### src/rtl/gcc_pkg.sv
// Shared types for the gravity-center engine arbiter: sequencer states,
// datapath width and the client index type.
package gcc_pkg;

   localparam int DW = 8;

   // Index of a client; 0 = client0, 1 = client1.
   typedef logic client_t;

   typedef enum logic [2:0] {
      S_IDLE,
      S_CLR,
      S_FEED,
      S_WAIT,
      S_DONE,
      S_ABORT
   } state_t;

endpackage

### src/rtl/gcc_rr2.sv
// Two-way round-robin picker. On a tie the client that did not own the
// engine last wins; a lone requester always wins. The last-owner pointer
// resets to client1 so client0 wins the very first tie.
module gcc_rr2
   import gcc_pkg::*;
(
   input  logic       clk,
   input  logic       srst,
   input  logic [1:0] req,
   input  logic       upd,
   input  client_t    upd_idx,
   output client_t    pick,
   output logic       req_any
);

   client_t last_reg;

   // Remember which client finished (or aborted) its frame last.
   always_ff @(posedge clk) begin
      if (srst) begin
         last_reg <= 1'b1;
      end else if (upd) begin
         last_reg <= upd_idx;
      end
   end

   // Tie goes to the client that was not served last.
   always_comb begin
      pick = 1'b0;
      if (req == 2'b11) begin
         pick = ~last_reg;
      end else if (req[1]) begin
         pick = 1'b1;
      end
   end

   assign req_any = |req;

endmodule

### src/rtl/gcc_arb_ctrl.sv
// Sequencer and round-robin arbiter sharing one gravity-center engine
// between two clients: grant, clear the engine, stream NPTS points from the
// owner, wait for the result (with a watchdog) and return it to the owner.
module gcc_arb_ctrl
   import gcc_pkg::*;
#(
   parameter int NPTS = 3,
   parameter int TMO  = 255
) (
   input  logic          CLK,
   input  logic          RESET_,
   input  logic          c0_req,
   input  logic          c1_req,
   input  logic          c0_pvld,
   input  logic          c1_pvld,
   input  logic [DW-1:0] c0_xi,
   input  logic [DW-1:0] c0_yi,
   input  logic [DW-1:0] c0_wi,
   input  logic [DW-1:0] c1_xi,
   input  logic [DW-1:0] c1_yi,
   input  logic [DW-1:0] c1_wi,
   output logic          c0_prdy,
   output logic          c1_prdy,
   output logic          c0_gnt,
   output logic          c1_gnt,
   output logic          c0_done,
   output logic          c1_done,
   output logic          err,
   output logic [DW-1:0] res_xc,
   output logic [DW-1:0] res_yc,
   output logic          e_clr,
   output logic          e_vld,
   output logic [DW-1:0] e_xi,
   output logic [DW-1:0] e_yi,
   output logic [DW-1:0] e_wi,
   input  logic          e_rdy,
   input  logic          e_ready,
   input  logic [DW-1:0] e_xc,
   input  logic [DW-1:0] e_yc
);

   localparam logic [3:0] CNT_LAST  = 4'(NPTS - 1);
   localparam logic [7:0] WDOG_LAST = 8'(TMO - 1);

   state_t        state_reg, state_next;
   client_t       owner_reg, owner_next;
   logic [3:0]    cnt_reg, cnt_next;
   logic [7:0]    wdog_reg, wdog_next;
   logic [DW-1:0] res_xc_reg, res_xc_next;
   logic [DW-1:0] res_yc_reg, res_yc_next;
   logic          err_reg, err_next;

   logic    rr_upd;
   client_t rr_pick;
   logic    rr_any;
   logic    own_req;
   logic    own_pvld;
   logic    own_rdy;
   logic    busy;

   gcc_rr2 u_rr (
      .clk     (CLK),
      .srst    (RESET_),
      .req     ({c1_req, c0_req}),
      .upd     (rr_upd),
      .upd_idx (owner_reg),
      .pick    (rr_pick),
      .req_any (rr_any)
   );

   assign own_req  = owner_reg ? c1_req  : c0_req;
   assign own_pvld = owner_reg ? c1_pvld : c0_pvld;

   // State, counters and result registers.
   always_ff @(posedge CLK) begin
      if (RESET_) begin
         state_reg  <= S_IDLE;
         owner_reg  <= 1'b0;
         cnt_reg    <= '0;
         wdog_reg   <= '0;
         res_xc_reg <= '0;
         res_yc_reg <= '0;
         err_reg    <= 1'b0;
      end else begin
         state_reg  <= state_next;
         owner_reg  <= owner_next;
         cnt_reg    <= cnt_next;
         wdog_reg   <= wdog_next;
         res_xc_reg <= res_xc_next;
         res_yc_reg <= res_yc_next;
         err_reg    <= err_next;
      end
   end

   // Next-state logic and engine-side handshake decode.
   always_comb begin
      state_next  = state_reg;
      owner_next  = owner_reg;
      cnt_next    = cnt_reg;
      wdog_next   = wdog_reg;
      res_xc_next = res_xc_reg;
      res_yc_next = res_yc_reg;
      err_next    = err_reg;
      rr_upd      = 1'b0;
      e_clr       = 1'b0;
      e_vld       = 1'b0;
      own_rdy     = 1'b0;
      unique case (state_reg)
         S_IDLE: begin
            err_next  = 1'b0;
            cnt_next  = '0;
            wdog_next = '0;
            if (rr_any) begin
               owner_next = rr_pick;
               state_next = S_CLR;
            end
         end
         S_CLR: begin
            e_clr     = 1'b1;
            cnt_next  = '0;
            wdog_next = '0;
            state_next = own_req ? S_FEED : S_ABORT;
         end
         S_FEED: begin
            if (!own_req) begin
               state_next = S_ABORT;
            end else begin
               e_vld   = own_pvld;
               own_rdy = e_rdy;
               if (own_pvld && e_rdy) begin
                  cnt_next = cnt_reg + 4'd1;
                  if (cnt_reg == CNT_LAST) begin
                     state_next = S_WAIT;
                  end
               end
            end
         end
         S_WAIT: begin
            if (!own_req) begin
               state_next = S_ABORT;
            end else if (e_ready) begin
               res_xc_next = e_xc;
               res_yc_next = e_yc;
               state_next  = S_DONE;
            end else if (wdog_reg == WDOG_LAST) begin
               // Engine hung: poison the result and report instead of done.
               err_next    = 1'b1;
               res_xc_next = '1;
               res_yc_next = '1;
               state_next  = S_DONE;
            end else begin
               wdog_next = wdog_reg + 8'd1;
            end
         end
         S_DONE: begin
            rr_upd     = 1'b1;
            state_next = S_IDLE;
         end
         S_ABORT: begin
            // Leave the engine clean for the next owner.
            e_clr      = 1'b1;
            rr_upd     = 1'b1;
            state_next = S_IDLE;
         end
         default: begin
            state_next = S_IDLE;
         end
      endcase
   end

   assign busy    = (state_reg == S_CLR) || (state_reg == S_FEED) || (state_reg == S_WAIT);
   assign c0_gnt  = busy & ~owner_reg;
   assign c1_gnt  = busy &  owner_reg;
   assign c0_prdy = own_rdy & ~owner_reg;
   assign c1_prdy = own_rdy &  owner_reg;
   assign c0_done = (state_reg == S_DONE) & ~err_reg & ~owner_reg;
   assign c1_done = (state_reg == S_DONE) & ~err_reg &  owner_reg;
   assign err     = (state_reg == S_DONE) &  err_reg;
   assign res_xc  = res_xc_reg;
   assign res_yc  = res_yc_reg;
   assign e_xi    = owner_reg ? c1_xi : c0_xi;
   assign e_yi    = owner_reg ? c1_yi : c0_yi;
   assign e_wi    = owner_reg ? c1_wi : c0_wi;

endmodule

### config.mk
export PLATFORM = sky130hd
export DESIGN_NAME = gcc_arb_ctrl
export DESIGN_NICKNAME = d
export VERILOG_FILES = /design/src/rtl/gcc_pkg.sv /design/src/rtl/gcc_rr2.sv /design/src/rtl/gcc_arb_ctrl.sv
export SDC_FILE = /design/constraint.sdc
export NUM_CORES = 1
export LEC_CHECK = 0
export CAP_MARGIN = 15
export CORE_MARGIN = 2
export CORE_UTILIZATION = 40
export CTS_CLUSTER_SIZE = 12
export DETAILED_ROUTE_END_ITERATION = 7
export PLACE_DENSITY = 0.95
export REMOVE_ABC_BUFFERS = 1
export SLEW_MARGIN = 20
export SYNTH_ARGS = -nofsm -noshare
export SYNTH_HDL_FRONTEND = slang
export SYNTH_SLANG_ARGS = --single-unit
### constraint.sdc
create_clock -name CLK -period 4.4 [get_ports CLK]
set_input_delay 0.88 -clock CLK [delete_from_list [all_inputs] [get_ports CLK]]
set_output_delay 0.88 -clock CLK [all_outputs]
set_load 0.02 [all_outputs]
Word level (Yosys, flattened, before mapping) --
Cells that the tools add are included.
Word-level totals: output and inout bits 49, input bits 72, flip-flop bits (word level) 34
Operators by class: eq/ne operators 18, bitwise gates (word level) 11, reduce and logical (&&, ||, !) cells 18, add/subtract/negate cells 2, multiplexer cells 36
Operator list (number):
- $mux W8 | 9
- $mux W3 | 8
- $pmux W8 S2 | 1
- $ne A2 B2 Y1 const B | 7
- $mux W1 | 13
- $pmux W3 S4 | 1
- $reduce_and A4 Y1 | 3
- $add A8 B1 Y8 const B | 1
- $and A1 B1 Y1 | 8
- $eq A8 B8 Y1 const B | 1
- $mux W4 | 2
- $pmux W4 S2 | 1
- $reduce_bool A2 Y1 | 4
- $reduce_or A2 Y1 | 4
- $eq A3 B2 Y1 const B | 2
- $eq A3 B3 Y1 const B | 2
- $ne A3 B3 Y1 const B | 2
- $reduce_and A3 Y1 | 2
- $add A4 B1 Y4 const B | 1
- $eq A4 B2 Y1 const B | 1
- $ne A4 B4 Y1 const B | 1
- $eq A3 B1 Y1 const B | 1
- $logic_not A3 Y1 | 1
- $not A1 Y1 | 3
- other kinds (5) | 6

Depth between registers and ports, before layout --
depth after elaboration 5, depth in mapped cells 7, mapped depth without buffers 6

Modules after synthesis --
From an unflattened synthesis, not the netlist that was laid out.
Second synthesis, totals: cells, all modules 208, area total of the unflattened synthesis 1853.0 µm²
By module, submodules not included:
- gcc_arb_ctrl | instances 1, area an instance 1804.2 µm², cells each 203, sequential area each 660.6 µm²
- gcc_rr2 | instances 1, area an instance 48.8 µm², cells each 5, sequential area each 20.0 µm²

Least setup slack after synthesis --
No wires, ideal clock.
path kind input-to-output, start point input c1_req, end point output e_vld, path slack 1.778 ns, cell stages on the path 3, arrival 1.742 ns, cells stage by stage mux2i_1 -> or4_1 -> nor2_1
On the way: cells in the longest elaborated chain, start to end 3
Ends and longest elaborated chain:
- start: declaration | line gcc_arb_ctrl.sv:13 | input logic c1_req,
- $mux W1 | line gcc_arb_ctrl.sv:71 | assign own_req = owner_reg ? c1_req : c0_req;
- $mux W1 | line gcc_arb_ctrl.sv:125 | if (!own_req) begin
- $mux W1 | line gcc_arb_ctrl.sv:108 | unique case (state_reg)
- end: declaration | line gcc_arb_ctrl.sv:32 | output logic e_vld,
Every way passes these cells.

Worst setup path in the final report --
start point input c0_req, end point output e_vld
On the way: cells in the longest elaborated chain, start to end 3
Ends and longest elaborated chain:
- start: declaration | line gcc_arb_ctrl.sv:12 | input logic c0_req,
- $mux W1 | line gcc_arb_ctrl.sv:71
- $mux W1 | line gcc_arb_ctrl.sv:125
- $mux W1 | line gcc_arb_ctrl.sv:108
Every way passes these cells.

==> run_results.csv <==
group,metric,value,unit
critical_path,critical_path.startpoint_type,"input pin",
critical_path,crit_path_max_fanout,6,
route,detail-route-antenna-nets,0,
final_layout,antenna_cells,0,
floorplan,die_y,73.8,µm
logic_synthesis,yosys_register_bits,34,
critical_path,critical_path.endpoint,"e_vld",
floorplan,design.core.area,4720,µm²
sta,max_slew_headroom_at_the_worst_pin,0.343,
floorplan,initial_utilization,0.413,
sta,finClkSkew,0.00147,ns
critical_path,crit_path_start,"c0_req",
placed_design,place_congestion,0.910,
cts,post-cts-setup-buffers,0,
route,vias_per_cell,5.32,
cts,clkTransAtPathRegs,0.06,ns
power_and_ir_drop,power_density,242,nW/µm²
sta,finalSetupViolations,0,
grt,busiest_layer,"met2",
logic_synthesis,synth_compound_area_frac,0.141,
placed_design,hpwl,4750,µm
logic_synthesis,dominantRegCellSynth,"dfxtp_1",
logic_synthesis,synth_top_family_by_area,"simple AND/OR/NAND/NOR gates",
route,drc_errors,0,
sta,setup_tns,0,ns
logic_synthesis,netlist-cell-type-count,39,
route,route.detailed.wl_per_inst,14.9,µm
final_layout,multiInputGateArea,1180,µm²
floorplan,die_extent_in_x,73.8,µm
logic_synthesis,syn_area,1950,µm²
final_layout,fraction_of_final_layout_cells_sized_beyond_drive_strength_1,0.115,
final_layout,finish.net_count,424,
cts,postCtsHoldBufs,0,
critical_path,ff2ff_path_depth,5,
critical_path,crit_path_capture_type,"output pin",
logic_synthesis,synth-simple-area-share,0.270,
grt,largest_net_degree_at_the_start_of_global_routing,32,
grt,gr-usage-met1,0.268,
placed_design,pre_cts_ws,0.716,ns
power_and_ir_drop,worst_case_vdd_ir_drop,150,µV
floorplan,dieArea,5450,µm²
critical_path,worstReg2RegEnd,"wdog_reg[7]$_SDFFE_PP0P_",
cts,cts_tree,"done",
cts,ctsResizeCount,0,
sta,slew_viol_final,0,
grt,number_of_global_route_vias_before_repair,2088,
final_layout,area.growth.synth_to_final,67.6,%
hold_path,worstHoldPathType,"reg2reg",
cts,cts_made_buffers,5,
grt,grt_remaining_overflow,0,
logic_synthesis,postSynthAreaPerCell,8.37,µm²
sta,timing_worst_slew_pin_value,0.980,ns
sta,finalCriticalPeriod,3.71,ns
cts,cts.root.buffer_cell,"clkbuf_8",
grt,use_met3,0.0562,
route,first_iter_violations,112,
cts,cts_buffer_depth,2,
sta,layout_worst_path_cycle_share,0.843,
grt,number_of_antenna_violations_at_the_first_check_in_global_routing,0,
sta,fin_hold_ws,0.502,ns
power_and_ir_drop,leakage,0.00115,µW
final_layout,seq_area,681,µm²
run,max_cap_violations,0,
route,dr.pass1.iters,4,
logic_synthesis,yosysWarnings,0,
critical_path,worst_r2r_startpoint,"owner_reg$_SDFFE_PP0P_",
critical_path,worst-endpoint-required,3.52,ns
final_layout,fillerInstances,392,
route,vias,2202,
route,routed_wl,6160,µm
logic_synthesis,ys_async_sr_fraction,0,
logic_synthesis,synth-adder-area-share,0.0257,
critical_path,critPathKind,"in2out",
critical_path,r2r_setup_slack,2.35,ns
floorplan,floorplan.rows,25,
floorplan,number_of_primary_i_o_pins,121,
logic_synthesis,multiplexer_fraction_of_the_synthesized_cell_area,0.166,
critical_path,worst_ep_arrival_time,2.83,ns
sta,setup_slack,0.692,ns
cts,cts.htree.levels,2,
logic_synthesis,synthXorXnorAreaFrac,0.00449,
sta,finalHoldViolations,0,
grt,global_route.usage.total,0.228,
grt,grt_first_pass_wirelength,9760,µm
logic_synthesis,synth_edf_count,0,
grt,grtUsageMet2,0.406,
placed_design,placement.io_buffers,120,
cts,cts_sinks,34,
logic_synthesis,synth_cells,233,
outcome,run_status,"complete, no violations",
sta,rsz_0062_raised_after_global_routing,"false",
hold_path,holdCritStartpoint,"cnt_reg[3]$_SDFFE_PP0P_",
cts,worstSkewPairLatency,0.28,ns
logic_synthesis,ys_seq_area_frac,0.349,
sta,max_freq,270,MHz
-- Yosys cell counts, types with 4 or more instances --
library cell,number,share of area
a21oi_1,24,0.062
and3_1,7,0.022
buf_2,4,0.010
clkbuf_1,9,0.017
dfxtp_1,34,0.35
ha_1,4,0.026
mux2_2,27,0.16
nand2_1,9,0.017
nand3_1,9,0.023
nor2_1,27,0.052
nor3_1,23,0.059
o21ai_0,9,0.023
or4_1,4,0.015
-- stage by stage --
stage | utilization | std cells | power, µW | instance area [µm²]
after global placement | 0.674 | 408 | 570 | 3180
after CTS | 0.692 | 414 | 796 | 3270
after global routing | 0.692 | 414 | 830 | 3270
after detailed placement | 0.674 | 408 | 577 | 3180
after floorplan | - | 218 | 437 | 1880
final | 0.692 | 414 | 791 | 3270
-- metal layers --
metal	up-vias	routed length, µm
li1	1082	-
met1	1011	2500
met2	98	3090
met3	11	487
met4	0	83
met5	-	0
-- layout by cell type (no fill, tap or decap), types with 3 or more instances in the layout --
master / count
a31oi_1: 3
o22a_1: 3
clkdlybuf4s50_1: 120
nand2b_1: 3
buf_4: 3
a21oi_1: 24
or4_1: 4
ha_1: 4
nor2_1: 27
nor3b_1: 3
nand3_1: 9
o21ai_0: 9
clkbuf_8: 6
nor4_1: 3
and3_1: 7
dfxtp_1: 34
nor3_1: 23
inv_1: 3
mux2_2: 27
nand2_1: 9
-- worst max-delay path: stages --
cell and delay, ns:
clkdlybuf4s50_1 0.55, mux2i_1 0.20, or4_1 0.47, nor2_1 0.12, clkdlybuf4s50_1 0.60
-- worst min path at each step --
| stage | end | cells after the start |
|---|---|---|
| floorplan | cnt_reg[3]$_SDFFE_PP0P_ | 2 |
| finish | cnt_reg[3]$_SDFFE_PP0P_ | 2 |
| global route | res_xc[5]$_SDFFE_PP0P_ | 2 |
| detailed placement | cnt_reg[3]$_SDFFE_PP0P_ | 2 |
| CTS | cnt_reg[3]$_SDFFE_PP0P_ | 2 |
| global placement | cnt_reg[3]$_SDFFE_PP0P_ | 2 |
-- logic make-up after synthesis --
group | after synthesis
xor+xnor | 1
mux | 29
compound gates | 47
buf+inv | 18
fa+ha+maj | 4
simple gates | 100
flops | 34
-- final cells by class --
class | count | area share
clock buffers | 6 | 0.0253
inverters | 3 | 0.00345
multi-input cells | 181 | 0.363
flip-flops and latches | 34 | 0.208
well taps | 67 | 0.0257
repair buffers | 123 | 0.375
-- where the power goes --
part / internal (µW) / leakage, µW / total [µW] / switching, µW
registers: 314 / 0.000275 / 326 / 12.2
logic: 140 / 0.000834 / 244 / 105
clock network: 120 / 0.0000431 / 220 / 99.8
total: 574 / 0.00115 / 791 / 217
No activity file was read; power rests on OpenSTA's default activity.
==> variant: new RTL, same flow settings <==
The 6 states of `state_t` get a one-hot encoding in 6 bits.
--- a/src/rtl/gcc_pkg.sv
+++ b/src/rtl/gcc_pkg.sv
@@ -9,9 +9,9 @@
 
-   typedef enum logic [2:0] {
-      S_IDLE,
-      S_CLR,
-      S_FEED,
-      S_WAIT,
-      S_DONE,
-      S_ABORT
+   typedef enum logic [5:0] {
+      S_IDLE  = 6'b000001,
+      S_CLR   = 6'b000010,
+      S_FEED  = 6'b000100,
+      S_WAIT  = 6'b001000,
+      S_DONE  = 6'b010000,
+      S_ABORT = 6'b100000
    } state_t;
Check against the original RTL: same outputs for any inputs over 10 cycles, from zero or initial values and one cycle with RESET_ high; not proved beyond that.
==> variant against the original RTL <==
- power up 3.8%
- critical path type unchanged
- synthesized area up 3.1%
- highest routed layer unchanged
- core utilization rose by 0.48 points
- non-clock buffer count fell by 1
- setup slack improved by 0.14 ns
- final area grew 2.0%
- routed wire length grew 6.3%
- sequential cell count rose by 3
- register-to-register slack lost 0.03 ns
- die area increased by 2.9%
- via count down 1.9%
- fmax increased by 4.0%
==> variant: results (changes against the original RTL) <==
synth-seq-area-share_pct: 36.9  # +1.9 points
hold_class: "reg -> reg"
htree_levels: 2  # unchanged
ir_drop_mv: 0.238  # +58%
yosys_most_used_dff: "dfxtp_1"
worstPathMaxFanout: 5  # -1
synth_warnings: 0  # unchanged
grt_pass1_vias: 2173  # +4.1%
swShare_pct: 27.7  # +0.28 points
port_buffers: 120  # unchanged
fin_nets: 426  # +0.47%
hold_violations: 0  # unchanged
grt_usage_pct: 23.3  # +0.56 points
antenna_found_initial: 0  # unchanged
wl_per_cell_um: 15.7  # +5.5%
grt_pass1_wl_um: 10100  # +3.7%
grt_max_degree: 29  # -9.4%
cp.arrival_ns: 2.68  # -0.15 ns
power_leakage_nw: 1.18  # +2.2%
first_pass_iters: 4  # unchanged
synth_async_sr_flop_share_pct: 0  # unchanged
post_cts_resized: 0  # unchanged
clk_pin_slew_worst_paths_ns: 0.06  # about the same
synth_common_cells: "nor2_1, dfxtp_1, mux2_2"
layout-drive-gt1-share_pct: 12.0  # +0.47 points
cts_made_buffers: 5  # unchanged
clock_skew_ns: 0.00508  # +0.00361 ns
clockBufferDepth: 2  # unchanged
status: "finished, final reports clean"
ys_top_cells_by_area: "dfxtp_1, mux2_2, nor2_1"
drv_cap: 0  # unchanged
clkLatencyLatePin_ns: 0.29
relSlewSlack_pct: 62.9  # +29 points
synth_cell_types: 43  # +10%
post_cts_buffers: 0  # unchanged
gp_congestion: 0.811  # -11%
num_vias: 2160  # -1.9%
antenna_cells: 0  # unchanged
root_buffer: "clkbuf_8"
drt_iter0_markers: 92  # -18%
dp_hpwl_um: 5070  # +6.6%
[variant: cell count changes after synthesis, sizes merged, moves of 3 or more]
cell | unedited run | this run
dfxtp | 34 | 37
and3 | 7 | 2
or4 | 4 | 1
buf | 6 | 9
nor2 | 27 | 44
nand4 | 2 | 5
inv | 3 | 7
a21oi | 24 | 6
xnor2 | 0 | 6
nor3 | 24 | 12
o22a | 3 | 0
clkbuf | 9 | 5
o22ai | 0 | 16
[variant: worst paths after layout]
check                               start  cells past startpoint  slack (ns)     endpoint
worst min register to register  res_yc[0]                      2        0.51    res_yc[0]
worst max-delay path               c0_req                      5        0.84      c0_prdy
worst max register to register  owner_reg                      5        2.32  wdog_reg[5]
worst min-delay path            res_yc[0]                      2        0.51    res_yc[0]
[variant: power groups by stage]
stage	Combinational [mW]	Sequential (mW)	Clock (mW)
finish	0.230	0.350	0.241
CTS	0.230	0.349	0.243
floorplan	0.0993	0.358	0
global route	0.247	0.350	0.259
detailed placement	0.228	0.357	0
global placement	0.222	0.356	0
[variant: stage by stage]
step           worst slack [ns]  instance area [µm²]  cells
2_1_floorplan              1.71                 1950    221
6_report                  0.836                 3330    417
3_5_place_dp              0.849                 3250    410
3_3_place_gp              0.880                 3250    410
4_1_cts                   0.840                 3330    417
5_1_grt                   0.732                 3330    417
[variant: logic make-up (layout without fill, tap and decap cells)]
kind of cell	after synthesis	count (layout)	share of synthesized area (%)
AOI/OAI and AO/OA	36	36	10.9
xor gates and xnor gates	8	8	3.49
adders and majority gates	4	4	2.49
buffers and inverters	21	136	4.42
DFF	37	37	36.9
muxes	29	29	16.2
and+or+nand+nor	100	100	25.7
[variant: worst max-delay path, cell delays in order]
cell and delay [ns]:
clkdlybuf4s50_1 0.53, mux2_2 0.26, nand4_1 0.24, nor2_1 0.16
clkdlybuf4s50_1 0.62
[variant: area by class of cell]
cell class | count | area (µm²)
tap | 67 | 83.8
fill | 375 | 1450
sequential | 37 | 741
timing repair buffer | 122 | 1220
inverter | 7 | 26.3
multi-input combinational | 177 | 1180
clock buffer | 7 | 86.3
[variant: per-layer routing]
| layer | up-vias | share of wire (%) | track usage (%) |
|---|---|---|---|
| met5 | - | 0 | 0 |
| met4 | 0 | 1.3 | 5.16 |
| met3 | 10 | 5.1 | 6.02 |
| met2 | 66 | 53 | 41.4 |
| met1 | 1030 | 40 | 28.3 |
| li1 | 1054 | - | - |
